===== src/rtl/conv_ctrl_if.sv =====
// Bundles the conv_ctrl run handshake and its weight-memory, feature-memory,
// Conv and output-memory connections; master is the sequencer side.
interface conv_ctrl_if #(
    parameter int DATA_BITS = 8,
    parameter int ADDR_BITS = 10
);
    logic                          start;
    logic [ADDR_BITS-1:0]          len;
    logic                          busy;
    logic                          done;
    logic                          err;
    logic                          w_ren;
    logic [1:0]                    w_addr;
    logic signed [DATA_BITS-1:0]   w_rdata;
    logic                          if_ren;
    logic [ADDR_BITS-1:0]          if_addr;
    logic signed [DATA_BITS-1:0]   if_rdata;
    logic                          conv_clear;
    logic                          conv_w_w;
    logic signed [DATA_BITS-1:0]   conv_w_in;
    logic                          conv_if_w;
    logic signed [DATA_BITS-1:0]   conv_if_in;
    logic signed [2*DATA_BITS+1:0] conv_result;
    logic                          out_wen;
    logic [ADDR_BITS-1:0]          out_addr;
    logic signed [2*DATA_BITS+1:0] out_data;

    modport master (
        input  start, len, w_rdata, if_rdata, conv_result,
        output busy, done, err, w_ren, w_addr, if_ren, if_addr,
               conv_clear, conv_w_w, conv_w_in, conv_if_w, conv_if_in,
               out_wen, out_addr, out_data
    );

    modport slave (
        output start, len, w_rdata, if_rdata, conv_result,
        input  busy, done, err, w_ren, w_addr, if_ren, if_addr,
               conv_clear, conv_w_w, conv_w_in, conv_if_w, conv_if_in,
               out_wen, out_addr, out_data
    );
endinterface


===== src/rtl/conv_ctrl.sv =====
// Sequencer for the 3-tap Conv MAC: clear, load 3 weights, stream LEN features,
// write LEN-2 results, pulse done. Define CONV_CTRL_RELU_EN to clamp negative results to 0.
module conv_ctrl #(
    parameter int DATA_BITS = 8,
    parameter int ADDR_BITS = 10
) (
    input  logic            clk,
    input  logic            rst,
    conv_ctrl_if.master     bus
);
    localparam int RES_BITS = 2*DATA_BITS + 2;

    typedef enum logic [2:0] {
        S_IDLE, S_CLR, S_LDW, S_FEED, S_DRAIN, S_DONE
    } state_t;

    state_t               state_q, state_d;
    logic [ADDR_BITS-1:0] cnt_q, cnt_d;
    logic [ADDR_BITS-1:0] len_q, len_d;
    logic                 short_q, short_d;
    logic                 w_w_q, w_w_d;
    logic                 if_w_q, if_w_d;
    logic [ADDR_BITS-1:0] feed_idx_q, feed_idx_d;
    logic                 out_wen_q, out_wen_d;
    logic [ADDR_BITS-1:0] out_addr_q, out_addr_d;

    function automatic logic signed [RES_BITS-1:0] relu(input logic signed [RES_BITS-1:0] v);
`ifdef CONV_CTRL_RELU_EN
        return (v < 0) ? '0 : v;
`else
        return v;
`endif
    endfunction

    always_comb begin
        state_d = state_q;
        cnt_d   = cnt_q;
        len_d   = len_q;
        short_d = short_q;
        case (state_q)
            S_IDLE: begin
                if (bus.start) begin
                    len_d = bus.len;
                    cnt_d = '0;
                    // Too short for even one 3-tap window: report without touching memories.
                    if (bus.len < ADDR_BITS'(3)) begin
                        short_d = 1'b1;
                        state_d = S_DONE;
                    end else begin
                        short_d = 1'b0;
                        state_d = S_CLR;
                    end
                end
            end
            S_CLR: begin
                cnt_d   = '0;
                state_d = S_LDW;
            end
            S_LDW: begin
                if (cnt_q == ADDR_BITS'(2)) begin
                    cnt_d   = '0;
                    state_d = S_FEED;
                end else begin
                    cnt_d = cnt_q + 1'b1;
                end
            end
            S_FEED: begin
                if (cnt_q == len_q - 1'b1) begin
                    cnt_d   = '0;
                    state_d = S_DRAIN;
                end else begin
                    cnt_d = cnt_q + 1'b1;
                end
            end
            // Two cycles cover the memory read and Conv shift of the last feature.
            S_DRAIN: begin
                if (cnt_q == ADDR_BITS'(1)) begin
                    cnt_d   = '0;
                    state_d = S_DONE;
                end else begin
                    cnt_d = cnt_q + 1'b1;
                end
            end
            S_DONE: begin
                short_d = 1'b0;
                state_d = S_IDLE;
            end
            default: state_d = S_IDLE;
        endcase
    end

    // Read-to-Conv and Conv-to-write delay lines; a result exists once x[k+2] is in.
    always_comb begin
        w_w_d      = (state_q == S_LDW);
        if_w_d     = (state_q == S_FEED);
        feed_idx_d = if_w_d ? cnt_q : '0;
        out_wen_d  = if_w_q && (feed_idx_q >= ADDR_BITS'(2));
        out_addr_d = out_wen_d ? (feed_idx_q - ADDR_BITS'(2)) : '0;
    end

    always_ff @(posedge clk or posedge rst) begin
        if (rst) begin
            state_q    <= S_IDLE;
            cnt_q      <= '0;
            len_q      <= '0;
            short_q    <= 1'b0;
            w_w_q      <= 1'b0;
            if_w_q     <= 1'b0;
            feed_idx_q <= '0;
            out_wen_q  <= 1'b0;
            out_addr_q <= '0;
        end else begin
            state_q    <= state_d;
            cnt_q      <= cnt_d;
            len_q      <= len_d;
            short_q    <= short_d;
            w_w_q      <= w_w_d;
            if_w_q     <= if_w_d;
            feed_idx_q <= feed_idx_d;
            out_wen_q  <= out_wen_d;
            out_addr_q <= out_addr_d;
        end
    end

    // Data outputs are gated by their strobes so reset forces every output to 0.
    assign bus.busy       = (state_q != S_IDLE);
    assign bus.done       = (state_q == S_DONE);
    assign bus.err        = (state_q == S_DONE) && short_q;
    assign bus.conv_clear = (state_q == S_CLR);
    assign bus.w_ren      = (state_q == S_LDW);
    assign bus.w_addr     = (state_q == S_LDW) ? cnt_q[1:0] : 2'b00;
    assign bus.if_ren     = (state_q == S_FEED);
    assign bus.if_addr    = (state_q == S_FEED) ? cnt_q : '0;
    assign bus.conv_w_w   = w_w_q;
    assign bus.conv_w_in  = w_w_q ? bus.w_rdata : '0;
    assign bus.conv_if_w  = if_w_q;
    assign bus.conv_if_in = if_w_q ? bus.if_rdata : '0;
    assign bus.out_wen    = out_wen_q;
    assign bus.out_addr   = out_addr_q;
    assign bus.out_data   = out_wen_q ? relu(bus.conv_result) : '0;
endmodule

===== src/flat_wrapper.sv =====
// flat-port wrapper written by rule: the top's interface ports become plain ports
module conv_ctrl_flat 
#(
    parameter int DATA_BITS = 8,
    parameter int ADDR_BITS = 10
)
  (clk, rst, bus_start, bus_len, bus_w_rdata, bus_if_rdata, bus_conv_result, bus_busy, bus_done, bus_err, bus_w_ren, bus_w_addr, bus_if_ren, bus_if_addr, bus_conv_clear, bus_conv_w_w, bus_conv_w_in, bus_conv_if_w, bus_conv_if_in, bus_out_wen, bus_out_addr, bus_out_data);
  conv_ctrl_if #(.DATA_BITS(DATA_BITS), .ADDR_BITS(ADDR_BITS)) bus_i ();
  input  logic clk;
  input  logic rst;
  input wire logic [$bits(bus_i.start)-1:0] bus_start;
  input wire logic [$bits(bus_i.len)-1:0] bus_len;
  input wire logic [$bits(bus_i.w_rdata)-1:0] bus_w_rdata;
  input wire logic [$bits(bus_i.if_rdata)-1:0] bus_if_rdata;
  input wire logic [$bits(bus_i.conv_result)-1:0] bus_conv_result;
  output wire logic [$bits(bus_i.busy)-1:0] bus_busy;
  output wire logic [$bits(bus_i.done)-1:0] bus_done;
  output wire logic [$bits(bus_i.err)-1:0] bus_err;
  output wire logic [$bits(bus_i.w_ren)-1:0] bus_w_ren;
  output wire logic [$bits(bus_i.w_addr)-1:0] bus_w_addr;
  output wire logic [$bits(bus_i.if_ren)-1:0] bus_if_ren;
  output wire logic [$bits(bus_i.if_addr)-1:0] bus_if_addr;
  output wire logic [$bits(bus_i.conv_clear)-1:0] bus_conv_clear;
  output wire logic [$bits(bus_i.conv_w_w)-1:0] bus_conv_w_w;
  output wire logic [$bits(bus_i.conv_w_in)-1:0] bus_conv_w_in;
  output wire logic [$bits(bus_i.conv_if_w)-1:0] bus_conv_if_w;
  output wire logic [$bits(bus_i.conv_if_in)-1:0] bus_conv_if_in;
  output wire logic [$bits(bus_i.out_wen)-1:0] bus_out_wen;
  output wire logic [$bits(bus_i.out_addr)-1:0] bus_out_addr;
  output wire logic [$bits(bus_i.out_data)-1:0] bus_out_data;
  assign bus_i.start = bus_start;
  assign bus_i.len = bus_len;
  assign bus_i.w_rdata = bus_w_rdata;
  assign bus_i.if_rdata = bus_if_rdata;
  assign bus_i.conv_result = bus_conv_result;
  assign bus_busy = bus_i.busy;
  assign bus_done = bus_i.done;
  assign bus_err = bus_i.err;
  assign bus_w_ren = bus_i.w_ren;
  assign bus_w_addr = bus_i.w_addr;
  assign bus_if_ren = bus_i.if_ren;
  assign bus_if_addr = bus_i.if_addr;
  assign bus_conv_clear = bus_i.conv_clear;
  assign bus_conv_w_w = bus_i.conv_w_w;
  assign bus_conv_w_in = bus_i.conv_w_in;
  assign bus_conv_if_w = bus_i.conv_if_w;
  assign bus_conv_if_in = bus_i.conv_if_in;
  assign bus_out_wen = bus_i.out_wen;
  assign bus_out_addr = bus_i.out_addr;
  assign bus_out_data = bus_i.out_data;
  conv_ctrl #(.DATA_BITS(DATA_BITS), .ADDR_BITS(ADDR_BITS)) u_core (.clk(clk), .rst(rst), .bus(bus_i));
endmodule

===== config.mk =====
export PLATFORM = sky130hd
export DESIGN_NAME = conv_ctrl_flat
export DESIGN_NICKNAME = d
export VERILOG_FILES = /design/src/rtl/conv_ctrl_if.sv /design/src/rtl/conv_ctrl.sv /design/src/flat_wrapper.sv
export SDC_FILE = /design/constraint.sdc
export NUM_CORES = 1
export LEC_CHECK = 0
export CAP_MARGIN = 0
export CORE_UTILIZATION = 35
export DETAILED_ROUTE_END_ITERATION = 10
export PLACE_DENSITY_LB_ADDON = 0.08
export SLEW_MARGIN = 40
export SYNTH_ARGS = -nofsm -noshare
export SYNTH_HDL_FRONTEND = slang
export SYNTH_SLANG_ARGS = --single-unit
export TNS_END_PERCENT = 10

===== constraint.sdc =====
create_clock -name clk -period 2.15 [get_ports clk]
set_input_delay 0.645 -clock clk [delete_from_list [all_inputs] [get_ports clk]]
set_output_delay 0.645 -clock clk [all_outputs]
set_load 0.05 [all_outputs]

==> impl_metrics.ini <==
[grt]
antenna_found_initial = 0
grt_pass1_vias = 2376
wire_length_of_the_first_global_routing_pass_um = 11900
global_router_s_overall_resource_usage_pct = 19.6
overflow_left_after_global_routing = 0
grt_start_max_net_pins = 48

[logic_synthesis]
yosys_most_used_dff = sky130_fd_sc_hd__dfrtp_1
synth_async_sr_flop_share_pct = 100
seq_cells_post_synth = 47
synth.cell_area_um2 = 2690
count_of_warnings_emitted_by_yosys = 0
syn_avg_cell_area_um2 = 9.73
synth_enable_flop_cells = 0
synth_cells = 276
netlist-cell-type-count = 53
ys_seq_area_share_pct = 43.8
synth.net_count = 328

[routing]
dr_wl_met3_um = 355
post_drt_wl_per_cell_um = 15.3
route.met2.wl_um = 4220
postRouteAntennaNets = 0
drc = 0
finalWirelength_um = 7910
wl_met1_um = 3240
maxUsedRoutingLayer = met4
avgViaCountPerCell = 4.98
routed-via-count = 2577
drt_iter0_markers = 114
pre_repair_dr_iteration_count = 4

[power_and_ir_drop]
power-per-cell-area_nw_per_um2 = 1580
ir_worst_vdd_uv = 855
pwr-share-comb_pct = 68.0
pwr-share-seq_pct = 22.1
clockPowerShare_pct = 9.9
power.switching_fraction_pct = 45.8
intPower_w = 0.00420
p_leak_nw = 2.18
netSwitchingPower_w = 0.00355

[clocking]
clock_insertion_delay_worst_skew_ns = 0.31
ctsHtreeMaxLevel = 2
clk_pin_slew_worst_paths_ns = 0.09
clockBufferDepth = 2
cts_tree = built
cts_inserted_buffers = 5
ctsRootBufferMaster = sky130_fd_sc_hd__clkbuf_8
tritoncts_num_sinks = 47

[run_status]
outcome = complete, but fails checks
failed_checks = negative setup slack

[timing]
timing.final.ws_setup_ns = -0.00490
grt_setup_unrepaired = yes
finalCriticalPeriod_ns = 2.15
layout_worst_path_cycle_share_pct = 100
finClkSkew_ns = 0.0109
hold_violations = 0
max-slew-margin-rel_pct = 65.1
totalNegativeSetupSlack_ns = -0.0122
achievable-frequency_mhz = 464
worst-slew-pin-transition_ns = 0.522
timing_max_transition_violations_final = 0
finalSetupViolCount = 3

[placed_design]
routabilityCongestion = 0.825
port_buffers = 111
postPlaceCellArea_um2 = 4600
dp_hpwl_um = 5960

[finish]
fin_nets = 469
seqCellArea_um2 = 1180
antennaDiodeCount = 0
final_design_area_no_fill_um2 = 4910
layout_overhead_on_the_synthesized_area_pct = 83.0
drive_above_1_share_pct = 34.4
area_used_by_multi_input_combinational_logic_um2 = 1530
final.fill_count = 553

[critical_path]
critical_path.max_stage_delay_ns = 0.46
crit_slowest_cell = sky130_fd_sc_hd__dfrtp_1
crit_path_end_kind = flop
worstPathCellList = nor3_4, buf_4, a41o_1, nand3_2, o31a_4, a21o_1, a22o_1
worstPathMaxFanout = 5
timing.critical_path.arrival_ns = 2.35
worstSetupPathType = reg -> reg
critical_path.startpoint_type = flop
worstPathRequired_ns = 2.35

[die]
rows = 31
initial_core_util_pct = 36.6
top_level_ports = 112
die_w_um = 89.6
die-area_um2 = 8030
die_height_um = 89.6
core_area_um2 = 7330

[flow_run]
max_cap_viol_count = 0

[worst_hold_path]
hp-class = reg -> reg
[per-stage QoR]
step                      total power [W]  utilization [%]  hold WS, ns  setup WS [ns]  std cells
after floorplan                   0.00438                -        0.428         -0.251        276
after global placement            0.00660             62.8        0.436        -0.0886        502
after detailed placement          0.00669             62.8        0.440         -0.257        502
after CTS                         0.00751             65.1        0.461        -0.0657        511
after global routing              0.00814             67.0        0.483         -0.105        517
final                             0.00775             67.0        0.461       -0.00490        517
[worst max-delay path: cells and delay by family, from the launching register on]
kind	cells	cell delay, ns
buf+inv	1	0.20
compound gates	4	0.94
simple gates	2	0.45
flops	1	0.46
[power groups by stage]
stage	Sequential, W	Combinational (W)	Clock [W]
floorplan	0.00182	0.00256	0
global placement	0.00166	0.00494	0
detailed placement	0.00168	0.00502	0
CTS	0.00166	0.00508	0.000772
global route	0.00177	0.00556	0.000808
finish	0.00171	0.00527	0.000767
[sequential cells by signal, indices dropped and copies added, names as in the netlist]
signal,count
u_core.bus.out_addr,10
u_core.cnt_q,10
u_core.feed_idx_q,10
u_core.len_q,10
u_core.state_q,3
u_core.bus.conv_if_w,1
u_core.bus.conv_w_w,1
u_core.bus.out_wen,1
u_core.short_q,1
[kinds of logic (layout without fill, tap and decap cells)]
| kind of cell | count (synthesis) | in the layout | synth area share [%] |
|---|---|---|---|
| compound gates | 41 | 43 | 10.4 |
| xor+xnor | 18 | 18 | 6.15 |
| fa+ha+maj | 5 | 5 | 2.33 |
| buf+inv | 27 | 167 | 4.42 |
| flops | 47 | 47 | 43.8 |
| mux | 13 | 13 | 5.22 |
| simple gates | 125 | 125 | 27.7 |
[worst paths after layout]
path | startpoint | end | slack [ns] | cells past startpoint
setup / recovery | u_core.len_q[2] | u_core.cnt_q[4] | -0.005 | 7
hold / removal | u_core.feed_idx_q[0] | u_core.bus.out_addr[0] | 0.46 | 1
setup reg to reg | u_core.len_q[2] | u_core.cnt_q[4] | -0.005 | 7
hold reg to reg | u_core.feed_idx_q[0] | u_core.bus.out_addr[0] | 0.46 | 1
max in group asynchronous | rst | u_core.len_q[5] | 1.22 | 3
min in group asynchronous | rst | u_core.bus.out_addr[0] | 0.69 | 3
[routing by layer]
metal	track usage [%]	vias to the layer above
met5	0	-
met4	4.04	0
met3	3.29	10
met2	36.0	72
met1	24.0	1256
li1	-	1239
[area by class of cell]
| cell class | count | area share [%] |
|---|---|---|
| inverters | 13 | 0.993 |
| clock inverters | 2 | 1.22 |
| flip-flops and latches | 47 | 24.0 |
| clock buffers | 6 | 1.48 |
| multi-input cells | 204 | 31.2 |
| well taps | 99 | 2.52 |
| repair buffers | 146 | 38.6 |
[synthesized netlist by cell type, types with 3 or more instances]
cell type | instances | share of area, %
sky130_fd_sc_hd__nand2b_1 | 4 | 0.93
sky130_fd_sc_hd__nand2_1 | 11 | 1.5
sky130_fd_sc_hd__dfrtp_1 | 47 | 44
sky130_fd_sc_hd__nand4_1 | 3 | 0.70
sky130_fd_sc_hd__inv_1 | 12 | 1.7
sky130_fd_sc_hd__nand3_1 | 8 | 1.5
sky130_fd_sc_hd__xor2_1 | 6 | 2.0
sky130_fd_sc_hd__and3_1 | 14 | 3.3
sky130_fd_sc_hd__nor2b_1 | 3 | 0.70
sky130_fd_sc_hd__and2_1 | 39 | 9.1
sky130_fd_sc_hd__o21ai_0 | 7 | 1.3
sky130_fd_sc_hd__clkbuf_1 | 8 | 1.1
sky130_fd_sc_hd__mux2i_1 | 5 | 1.9
sky130_fd_sc_hd__nor3_1 | 5 | 0.93
sky130_fd_sc_hd__ha_1 | 5 | 2.3
sky130_fd_sc_hd__a31oi_1 | 3 | 0.70
sky130_fd_sc_hd__nor4_1 | 5 | 1.2
sky130_fd_sc_hd__xnor2_1 | 11 | 3.6
sky130_fd_sc_hd__nor2_1 | 17 | 2.4
sky130_fd_sc_hd__a21oi_1 | 14 | 2.6
sky130_fd_sc_hd__mux2_2 | 8 | 3.4
[repair_timing]
action / CTS / global route
setup endpoints to repair: 14 / 23
pin swaps: 0 / 3
gates resized for setup: 8 / 20
buffers inserted: 1 / 3
hold buffers: 0 / 0
cloned: 0 / 3
[cells in the final DEF, fill, tap and decap left out, drive strengths merged, types with 8 or more instances in the layout]
cell type / Yosys / routed
buf: 6 / 92
clkdlybuf4s50: 0 / 54
dfrtp: 47 / 47
and2: 39 / 39
nor2: 18 / 18
a21oi: 14 / 14
and3: 14 / 14
inv: 13 / 13
xnor2: 12 / 12
nand2: 11 / 11
nand3: 9 / 9
mux2: 8 / 8
o21ai: 8 / 8
Power figures use the tool's default switching activity.
